`src/rtl/uart_rx_deserializer.sv`:
```
// rtl/uart_rx_deserializer.sv - 8N1 oversampling UART receiver; define UART_RX_MAJORITY_EN for 2-of-3 bit voting
module uart_rx_deserializer #(
    parameter int CLOCK_FREQ = 50000000,
    parameter int BAUD_RATE  = 115200,
    parameter int OVERSAMPLE = 16,
    parameter int DIVISOR    = CLOCK_FREQ / (BAUD_RATE * OVERSAMPLE)
) (
    input  logic       i_clk,
    input  logic       i_rst,
    input  logic       i_rx,
    output logic [7:0] o_byte,
    output logic       o_byte_available,
    output logic       o_frame_error,
    output logic       o_busy
);

    localparam int DIV_W = (DIVISOR > 1) ? $clog2(DIVISOR) : 1;
    localparam int TCK_W = $clog2(OVERSAMPLE);

    localparam logic [DIV_W-1:0] DIV_LAST = DIV_W'(DIVISOR - 1);
    localparam logic [TCK_W-1:0] TCK_LAST = TCK_W'(OVERSAMPLE - 1);

`ifdef UART_RX_MAJORITY_EN
    localparam logic [TCK_W-1:0] VOTE_FIRST = TCK_W'(OVERSAMPLE / 2 - 1);
    localparam logic [TCK_W-1:0] VOTE_MID   = TCK_W'(OVERSAMPLE / 2);
    localparam logic [TCK_W-1:0] SAMPLE_IDX = TCK_W'(OVERSAMPLE / 2 + 1);
`else
    localparam logic [TCK_W-1:0] SAMPLE_IDX = TCK_W'(OVERSAMPLE / 2);
`endif

    typedef enum logic [2:0] {
        S_IDLE       = 3'd0,
        S_START      = 3'd1,
        S_DATA       = 3'd2,
        S_STOP       = 3'd3,
        S_BREAK_WAIT = 3'd4
    } state_t;

    state_t            r_state;
    logic              r_rx_meta;
    logic              r_rx_s;
    logic              r_rx_prev;
    logic [1:0]        r_valid_sr;
    logic              r_armed;
    logic [DIV_W-1:0]  r_div_cnt;
    logic [TCK_W-1:0]  r_tick_cnt;
    logic [2:0]        r_bit_cnt;
    logic [7:0]        r_shift;
    logic [7:0]        r_byte;
    logic              r_byte_available;
    logic              r_frame_error;

    logic              w_fall;
    logic              w_tick;
    logic              w_sample;
    logic              w_bit_end;
    logic              w_bit;

    // Two-flop synchroniser plus edge history; r_armed stays low until the
    // real line has been seen high after reset, so a frame cut by reset is ignored
    always_ff @(posedge i_clk or negedge i_rst) begin
        if (!i_rst) begin
            r_rx_meta  <= 1'b1;
            r_rx_s     <= 1'b1;
            r_rx_prev  <= 1'b1;
            r_valid_sr <= 2'b00;
            r_armed    <= 1'b0;
        end else begin
            r_rx_meta  <= i_rx;
            r_rx_s     <= r_rx_meta;
            r_rx_prev  <= r_rx_s;
            r_valid_sr <= {r_valid_sr[0], 1'b1};
            if (r_valid_sr[1] && r_rx_s) begin
                r_armed <= 1'b1;
            end
        end
    end

    assign w_fall = r_armed && r_rx_prev && !r_rx_s;

    // Sample-tick divider, parked at zero in IDLE so ticks are phased to the start edge
    always_ff @(posedge i_clk or negedge i_rst) begin
        if (!i_rst) begin
            r_div_cnt <= '0;
        end else if (r_state == S_IDLE) begin
            r_div_cnt <= '0;
        end else if (r_div_cnt == DIV_LAST) begin
            r_div_cnt <= '0;
        end else begin
            r_div_cnt <= r_div_cnt + 1'b1;
        end
    end

    assign w_tick = (r_state != S_IDLE) && (r_div_cnt == DIV_LAST);

    // Position of the current tick within the bit period, wrapping every bit
    always_ff @(posedge i_clk or negedge i_rst) begin
        if (!i_rst) begin
            r_tick_cnt <= '0;
        end else if (r_state == S_IDLE) begin
            r_tick_cnt <= '0;
        end else if (w_tick) begin
            if (r_tick_cnt == TCK_LAST) begin
                r_tick_cnt <= '0;
            end else begin
                r_tick_cnt <= r_tick_cnt + 1'b1;
            end
        end
    end

    assign w_sample  = w_tick && (r_tick_cnt == SAMPLE_IDX);
    assign w_bit_end = w_tick && (r_tick_cnt == TCK_LAST);

`ifdef UART_RX_MAJORITY_EN
    logic [1:0] r_vote;

    // Capture the two samples preceding the decision tick for the 2-of-3 vote
    always_ff @(posedge i_clk or negedge i_rst) begin
        if (!i_rst) begin
            r_vote <= 2'b00;
        end else if (w_tick && (r_tick_cnt == VOTE_FIRST)) begin
            r_vote[0] <= r_rx_s;
        end else if (w_tick && (r_tick_cnt == VOTE_MID)) begin
            r_vote[1] <= r_rx_s;
        end
    end

    assign w_bit = (r_vote[0] & r_vote[1]) | (r_vote[0] & r_rx_s) | (r_vote[1] & r_rx_s);
`else
    assign w_bit = r_rx_s;
`endif

    // Frame sequencer with registered byte and strobe outputs
    always_ff @(posedge i_clk or negedge i_rst) begin
        if (!i_rst) begin
            r_state          <= S_IDLE;
            r_bit_cnt        <= 3'd0;
            r_shift          <= 8'h00;
            r_byte           <= 8'h00;
            r_byte_available <= 1'b0;
            r_frame_error    <= 1'b0;
        end else begin
            r_byte_available <= 1'b0;
            r_frame_error    <= 1'b0;
            case (r_state)
                S_IDLE: begin
                    r_bit_cnt <= 3'd0;
                    if (w_fall) begin
                        r_state <= S_START;
                    end
                end
                S_START: begin
                    if (w_sample && w_bit) begin
                        r_state <= S_IDLE;
                    end else if (w_bit_end) begin
                        r_bit_cnt <= 3'd0;
                        r_state   <= S_DATA;
                    end
                end
                S_DATA: begin
                    if (w_sample) begin
                        r_shift <= {w_bit, r_shift[7:1]};
                    end
                    if (w_bit_end) begin
                        if (r_bit_cnt == 3'd7) begin
                            r_state <= S_STOP;
                        end else begin
                            r_bit_cnt <= r_bit_cnt + 3'd1;
                        end
                    end
                end
                S_STOP: begin
                    // Leave at the stop-bit sample so a back-to-back start edge is not missed
                    if (w_sample) begin
                        if (w_bit) begin
                            r_byte           <= r_shift;
                            r_byte_available <= 1'b1;
                            r_state          <= S_IDLE;
                        end else begin
                            r_frame_error <= 1'b1;
                            r_state       <= S_BREAK_WAIT;
                        end
                    end
                end
                S_BREAK_WAIT: begin
                    if (r_rx_s) begin
                        r_state <= S_IDLE;
                    end
                end
                default: begin
                    r_state <= S_IDLE;
                end
            endcase
        end
    end

    assign o_byte           = r_byte;
    assign o_byte_available = r_byte_available;
    assign o_frame_error    = r_frame_error;
    assign o_busy           = (r_state != S_IDLE);

endmodule

```
`config.mk`:
```
export PLATFORM = sky130hd
export DESIGN_NAME = uart_rx_deserializer
export DESIGN_NICKNAME = d
export VERILOG_FILES = /design/src/rtl/uart_rx_deserializer.sv
export SDC_FILE = /design/constraint.sdc
export NUM_CORES = 1
export LEC_CHECK = 0
export ABC_AREA = 1
export CAP_MARGIN = 25
export CORE_ASPECT_RATIO = 2
export CORE_MARGIN = 2
export CORE_UTILIZATION = 61
export DETAILED_ROUTE_END_ITERATION = 10
export GPL_TIMING_DRIVEN = 0
export PLACE_DENSITY = 0.92
export SYNTH_ARGS = -nofsm -noshare
export SYNTH_HDL_FRONTEND = slang
export SYNTH_SLANG_ARGS = --single-unit
```
`constraint.sdc`:
```
create_clock -name i_clk -period 2.95 [get_ports i_clk]
set_clock_uncertainty 0.2 [all_clocks]
set_input_delay 0.7375 -clock i_clk [delete_from_list [all_inputs] [get_ports i_clk]]
set_output_delay 0.7375 -clock i_clk [all_outputs]
set_load 0.05 [all_outputs]
```
# After elaboration in Yosys (flattened, before gate mapping)

Index checks and enable logic that the tools add are counted.

Input bits: 3
Output and inout bits: 11
Flip-flop bits (word level): 39

Equal/unequal tests: 17
Mux-type cells: 25
Reductions and logical operators: 16
$add $sub $neg: 3

Operator list:

| kind                                                 | count |
|---|---|
| 2-to-1 mux 3 bit                                     | 12 |
| inequality test 2 bit (second input constant)        | 8 |
| case mux 3 bit (5 select lines)                      | 1 |
| 2-to-1 mux 4 bit                                     | 3 |
| 2-to-1 mux 5 bit                                     | 2 |
| case mux 3 bit (3 select lines)                      | 1 |
| equality test 4 bit (second input constant)          | 2 |
| logical AND 1 bit                                    | 7 |
| equality test 3 x 2 -> 1 bit (second input constant) | 2 |
| equality test 3 bit (second input constant)          | 2 |
| 2-to-1 mux 1 bit                                     | 6 |
| AND reduction 6 bit                                  | 1 |
| nonzero test 3 bit                                   | 2 |
| adder 5 x 1 -> 5 bit (second input constant)         | 1 |
| equality test 5 bit (second input constant)          | 1 |
| AND reduction 5 bit                                  | 1 |
| adder 4 x 1 -> 4 bit (second input constant)         | 1 |
| adder 3 x 1 -> 3 bit (second input constant)         | 1 |
| equality test 3 x 1 -> 1 bit (second input constant) | 1 |
| zero test 3 bit                                      | 1 |
| inequality test 3 bit (second input constant)        | 1 |
| AND reduction 3 bit                                  | 1 |
| AND reduction 2 bit                                  | 1 |
| nonzero test 2 bit                                   | 1 |
| zero test 1 bit                                      | 1 |

# Longest topological paths before layout

Gate-level depths: netlist (run 1).

Word-level depth: 6
Depth in mapped cells: 11
Mapped depth without buffers: 11

# Least setup slack after synthesis (run 1)

OpenSTA, ideal clock, no wires.

Kind: register to register
From: register r_div_cnt[0]
To: register r_byte[5] (netlist: o_byte[5])
Data arrival time: 1380 ps
Required time: 2631 ps
Cell stages (with the launch flop): 11
Period minus slack after synthesis: 1699 ps
Path slack: 1251 ps
Cells stage by stage: dfrtp_1 inv_1 ha_1 nand2_1 nor2_4 nand3_4 inv_4 nand3_4 buf_6 nand2_2 o21ai_2

Word-level cells in the longest chain between the ends: 4

RTL lines:

| element                              | RTL line | source |
|---|---|---|
| start: declaration                   | 45       | `logic [DIV_W-1:0] r_div_cnt;` |
| start signal: assignment             | 90       | `r_div_cnt <= r_div_cnt + 1'b1;` |
| equality test 5 bit                  | 94       | `assign w_tick = (r_state != S_IDLE) && (r_div_cnt == DIV_LAST);` |
| logical AND 1 bit                    | 94       |  |
| logical AND 1 bit                    | 111      | `assign w_sample = w_tick && (r_tick_cnt == SAMPLE_IDX);` |
| AND reduction 3 bit (no source line) | --       |  |
| end signal: assignment               | 176      | `r_byte <= r_shift;` |
| end: declaration                     | 49       | `logic [7:0] r_byte;` |

No other way between the ends.
A chain may end at the register's enable or synchronous reset.

# Worst setup path in the final report (run 1)

From: register r_state[0]
To: output o_busy

Word-level cells in the longest chain between the ends: 1

RTL lines:

| element                  | RTL line | source |
|---|---|---|
| start: declaration       | 39       | `state_t r_state;` |
| start signal: assignment | 136      | `r_state <= S_IDLE;` |
| start signal: assignment | 149      | `r_state <= S_START;` |
| start signal: assignment | 154      | `r_state <= S_IDLE;` |
| nonzero test 3 bit       | 200      | `assign o_busy = (r_state != S_IDLE);` |
| end: declaration         | 14       | `output logic o_busy` |

No other way between the ends.

==> results of run 1 <==
## per-stage QoR
stage                     power, uW  area [um^2]  instances  setup slack, ps  util [%]
after floorplan                 929         1780        183             1250         -
after global placement          998         1950        225              160      70.4
after detailed placement       1030         1950        225              541      70.2
after CTS                      1430         2050        233              222      73.8
after global routing           1500         2050        233              170      73.8
final                          1420         2050        233              228      73.8
## how the worst max path moves through the flow
stage                  from          to  slack, ps  cells after the start
3_3_place_gp          i_rst  r_shift[4]        160                      1
4_1_cts          r_state[0]      o_busy        220                      3
5_1_grt          r_state[0]      o_busy        170                      3
6_report         r_state[0]      o_busy        230                      3
2_1_floorplan  r_div_cnt[0]   o_byte[5]       1250                     10
3_5_place_dp     r_state[0]      o_busy        540                      3
## area by class of cell
class	instances	area, um^2
plain buffers	2	22.5
flip-flops and latches	39	980
well taps	29	36.3
inverters	26	100
fillers	198	724
repair buffers	13	125
clock buffers	8	100
multi-input cells	116	682
## kinds of logic (layout without fill, tap and decap cells)
group                      Yosys count  in the layout  share of synthesized area, %
other                                1              1                         0.210
buffers and inverters               28             49                          6.87
adders and majority gates            6              6                          4.21
DFF                                 39             39                          54.9
and+or+nand+nor                     78             78                          22.4
AOI/OAI and AO/OA                   27             27                          9.40
xor gates and xnor gates             4              4                          1.96
## state kept, by name (all words and copies together), names as in the netlist, 2 cells and up
signal and cells:
o_byte 8, r_shift 8, r_div_cnt 5, r_tick_cnt 4, r_bit_cnt 3, r_state 3
r_valid_sr 2
## cells in the final DEF, fill, tap and decap left out, types with 3 or more instances in the layout
cell type,Yosys,routed
o21ai_2,7,7
ha_1,6,6
clkbuf_8,0,7
o21ai_1,14,14
clkdlybuf4s50_1,0,12
nand2_2,3,3
inv_2,6,6
inv_1,19,19
nor2_4,3,3
xor2_1,3,3
nand2_1,39,39
dfstp_2,3,3
nor2_1,12,12
dfrtp_1,36,36
nand3_1,10,10
## layer usage
layer  vias to the layer above  global-route usage (%)  part of all wire, %
met1                       598                    22.4                   35
met4                         0                    12.2                  3.0
met2                        21                    43.5                   60
li1                        611                       -                    -
met5                         -                       0                    0
met3                        12                    4.27                  2.5
## power breakdown
part           internal, uW  switching, uW
logic                   121            275
registers               582           50.8
clock network           213            182
## critical path, delay by kind of cell (launching register included)
kind	cells	cell delay [ps]
buffers and inverters	1	710
DFF	1	460
and+or+nand+nor	2	320
==> flow_summary_export.csv, run 1 <==
group,metric,value,unit
die,die_w,42.2,um
yosys,yosys-top-cells-count,"39 x nand2_1, 36 x dfrtp_1, 19 x inv_1, 14 x o21ai_1, 12 x nor2_1",
setup_path,worstPathCellList,"nor2_4, nand2_4, clkdlybuf4s50_1",
clock_network,cts_resized,0,
grt,grt_antenna_before_repair,0,
yosys,avgSynthCellArea,9.75,um^2
die,core-area,2770,um^2
yosys,syn-num-nets,192,
clock_network,cts.sinks,39,
drt,routedWlPerCell,14.1,um
placement,numPortBuffers,13,
setup_path,regToRegEndpoint,"r_state[0]",
clock_network,tritoncts,"yes",
power_and_ir_drop,total_leakage_power,0.000961,uW
clock_network,numCtsBuffers,5,
yosys,yosysSeqAreaShare,54.9,%
yosys,yosys.cell_types.count,30,
status,outcome,"finished clean",
clock_network,clock_latency,300,ps
yosys,synth_area,1780,um^2
sta,max_freq,367,MHz
setup_path,cp-start-kind,"flop",
setup_path,crit_slowest_cell,"clkdlybuf4s50_1",
drt,first_pass_iters,4,
min_path,holdPathStages,0,
power_and_ir_drop,vdd_drop_max,0.532,mV
die,ioPinCount,14,
finish,area_growth,14.7,%
grt,grt_overflow_total,0,
flow_run,max-cap-violations,0,
yosys,yosys.area.top_type,"dfrtp_1",
grt,grt_pass1_wl,5.85,mm
yosys,async_flop_share,100,%
setup_path,endpoint_kind,"output port",
setup_path,reg2reg_from,"r_tick_cnt[0]",
die,row_count,27,
clock_network,clk_pin_slew,80,ps
min_path,hold_start,"r_valid_sr[0]",
setup_path,worstSetupPathType,"reg2out",
setup_path,cp_max_fo,8,
yosys,synth_top_area_share,50.5,%
sta,setup_tns,0,ps
setup_path,timing.reg2reg.setup_slack,1040,ps
setup_path,crit_path_max_incr_delay,710,ps
drt,vias,1242,
sta,final-hold-violation-count,0,
yosys,yosysMostFrequentCell,"nand2_1",
die,die-height,80.5,um
setup_path,critPathArrivalTime,1780,ps
finish,finalNetCount,212,
drt,remaining_drc_errors,0,
sta,drv_slew,0,
grt,track_usage,22.9,%
die,die_area,3400,um^2
sta,finalSetupViolCount,0,
clock_network,htreeDepth,2,
min_path,holdPathEnd,"r_valid_sr[1]",
finish,antennaDiodeCount,0,
drt,drtIter0Drc,15,
clock_network,postCtsHoldBufs,0,
min_path,holdCritPathClass,"reg2reg",
drt,ant_nets,0,
yosys,syn_inst,183,
setup_path,cp_data_required_time,2010,ps
clock_network,root_buffer,"clkbuf_8",
grt,grt_pass1_vias,1363,
clock_network,post_cts_buffers,0,
sta,finalCritPeriodShare,92.3,%
setup_path,worst_r2r_path_depth,11,
drt,wl,3.29,mm
grt,grt_max_degree,40,
sta,worstMarginPinSlew,821,ps
yosys,synth_warnings,0,
clock_network,cts_buffer_depth,2,
die,start_util,64.4,%
yosys,yosys-top-cells-area,"dfrtp_1 50%, nand2_1 8.2%, dfstp_2 4.4%, ha_1 4.2%, inv_1 4.0%",
drt,routed_via_density,5.33,
finish,drive_gt1_share,19.1,%
sta,rsz0062_at_grt,"no",
placement,place.gp.congestion,0.781,
sta,holdWs,152,ps
yosys,synth_ff_type,"dfrtp_1",
sta,timing.slew.headroom,45.3,%
power_and_ir_drop,p_per_area,696,nW/um^2
yosys,synth_edf_count,0,
sta,min_period,2720,ps
placement,dp_hpwl,2.48,mm
yosys,ys_seq_elements,39,
Power figures use the tool's default switching activity.
==> run 2: changes to the inputs <==
- RECOVER_POWER: default -> 50
- TNS_END_PERCENT: default -> 5
==> run 2 against run 1 <==
Net effect:
- the run now ends with capacitance limit, slew limit left
- via count is the same
- highest routed layer unchanged
- global-route usage unchanged
- count of clock-buffer cells in the layout stayed put
- largest cell class unchanged
- core utilization about the same
- combinational power about the same
- total power about the same
- sequential power about the same
- critical path depth did not move
- largest power group unchanged
- critical endpoint unchanged
- clock power barely moved
==> flow_summary_export.csv, run 2 (synthesis gave the netlist of run 1 again) <==
group,metric,value,unit
status,outcome,"finished with violations",
status,violations,"capacitance limit, slew limit",
drt,vias,1242,
power_and_ir_drop,vdd_drop_max,0.532,mV
sta,worstMarginPinSlew,1970,ps
die,die-height,80.5,um
finish,nFillCells,199,
sta,min_period,2720,ps
flow_run,max-cap-violations,1,
clock_network,root_buffer,"clkbuf_8",
drt,wl,3.29,mm
die,core-area,2770,um^2
drt,routed_via_density,5.33,
placement,dp_hpwl,2.48,mm
die,die_w,42.2,um
drt,first_pass_iters,4,
min_path,holdCritPathClass,"reg2reg",
clock_network,clk_pin_slew,80,ps
setup_path,reg2reg_from,"r_tick_cnt[0]",
drt,remaining_drc_errors,0,
setup_path,critPathArrivalTime,1780,ps
sta,timing.slew.headroom,-31.3,%
drt,wl_met3,82,um
drt,wl_met1,1.14,mm
setup_path,cp-start-kind,"flop",
clock_network,numCtsBuffers,5,
drt,drtIter0Drc,15,
setup_path,regToRegEndpoint,"r_state[0]",
sta,max_freq,367,MHz
finish,regArea,980,um^2
clock_network,htreeDepth,2,
clock_network,cts.sinks,39,
clock_network,tritoncts,"yes",
die,start_util,64.4,%
setup_path,cp_data_required_time,2010,ps
finish,final_common_cell,"nand2_1",
setup_path,worstSetupPathType,"reg2out",
sta,setup_tns,0,ps
die,row_count,27,
grt,grt_pass1_vias,1363,
placement,placed_area,1950,um^2
finish,fin_cells,233,
setup_path,crit_path_max_incr_delay,710,ps
grt,track_usage,22.9,%
sta,rsz0062_at_grt,"no",
finish,area_growth,14.6,%
finish,stdcell_area,2040,um^2
die,ioPinCount,14,
sta,finalCritPeriodShare,92.3,%
drt,routedWlPerCell,14.1,um
sta,drv_slew,40,
drt,ant_nets,0,
drt,top_layer,"met4",
min_path,holdPathEnd,"r_valid_sr[1]",
power_and_ir_drop,power,1420,uW
grt,grt_pass1_wl,5.85,mm
finish,antennaDiodeCount,0,
sta,finalSetupViolCount,0,
sta,final-hold-violation-count,0,
finish,finalNetCount,212,
min_path,holdPathStages,0,
clock_network,postCtsHoldBufs,0,
placement,numPortBuffers,13,
setup_path,worst_r2r_path_depth,11,
clock_network,cts_buffer_depth,2,
placement,place.gp.congestion,0.781,
setup_path,timing.reg2reg.setup_slack,1030,ps
finish,multi_input_area,682,um^2
die,die_area,3400,um^2
setup_path,crit_slowest_cell,"clkdlybuf4s50_1",
min_path,hold_start,"r_valid_sr[0]",
grt,grt_overflow_total,0,
drt,met2WireLength,1.97,mm
power_and_ir_drop,p_per_area,696,nW/um^2
setup_path,endpoint_kind,"output port",
placement,dp.cells,225,
grt,grt_antenna_before_repair,0,
finish,finalCoreUtilization,73.8,%
finish,drive_gt1_share,18.1,%
clock_network,cts_resized,0,
grt,grt_max_degree,40,
clock_network,clock_latency,300,ps
finish,final_cell_mix,"39 x nand2_1, 36 x dfrtp_1, 19 x inv_1",
power_and_ir_drop,total_leakage_power,0.000958,uW
setup_path,cp_max_fo,8,
setup_path,worstPathCellList,"nor2_4, nand2_4, clkdlybuf4s50_1",
clock_network,post_cts_buffers,0,
## run 2: changes by cell type in the layout (fill, tap and decap cells not counted), sizes merged
cell / before / now
buf: 3 / 2
clkbuf: 8 / 9
clkdlybuf4s50: 12 / 11
dlygate4sd3: 0 / 1
## run 2: area by class of cell
type / count / share of cell area [%]
plain buffers: 2 / 1.10
clock buffers: 8 / 4.90
inverters: 26 / 4.90
multi-input cells: 116 / 33.4
flip-flops and latches: 39 / 47.9
well taps: 29 / 1.77
repair buffers: 13 / 6.06
## run 2: worst max path at each step
| stage | cells after the start | from | to | slack (ps) |
|---|---|---|---|---|
| floorplan | 10 | r_div_cnt[0] | o_byte[5] | 1250 |
| global placement | 1 | i_rst | r_shift[4] | 160 |
| detailed placement | 3 | r_state[0] | o_busy | 540 |
| CTS | 3 | r_state[0] | o_busy | 220 |
| global route | 1 | i_rst | r_tick_cnt[0] | 90 |
| finish | 3 | r_state[0] | o_busy | 230 |
## run 2: critical path, delay by kind of cell (launching register included)
| family | cells | cell delay, ps |
|---|---|---|
| DFF | 1 | 460 |
| buffers and inverters | 1 | 710 |
| and+or+nand+nor | 2 | 320 |
## run 2: where the power goes
| part | leakage, uW | total [uW] | internal, uW | switching (uW) |
|---|---|---|---|---|
| Clock | 0.0000515 | 395 | 213 | 182 |
| Sequential | 0.000517 | 632 | 581 | 50.9 |
| Combinational | 0.000389 | 395 | 120 | 275 |
| Total | 0.000958 | 1420 | 915 | 508 |
## run 2: metrics by stage
| step | worst slack, ps | hold WS [ps] |
|---|---|---|
| 2_1_floorplan | 1250 | 131 |
| 3_3_place_gp | 160 | 134 |
| 4_1_cts | 222 | 157 |
| 6_report | 228 | 152 |
| 5_1_grt | 89.3 | 172 |
| 3_5_place_dp | 541 | 147 |
## run 2: routing by layer
metal	track usage [%]	vias to the layer above
met3	4.27	12
met4	12.2	0
met5	0	-
li1	-	611
met2	43.5	21
met1	22.4	598
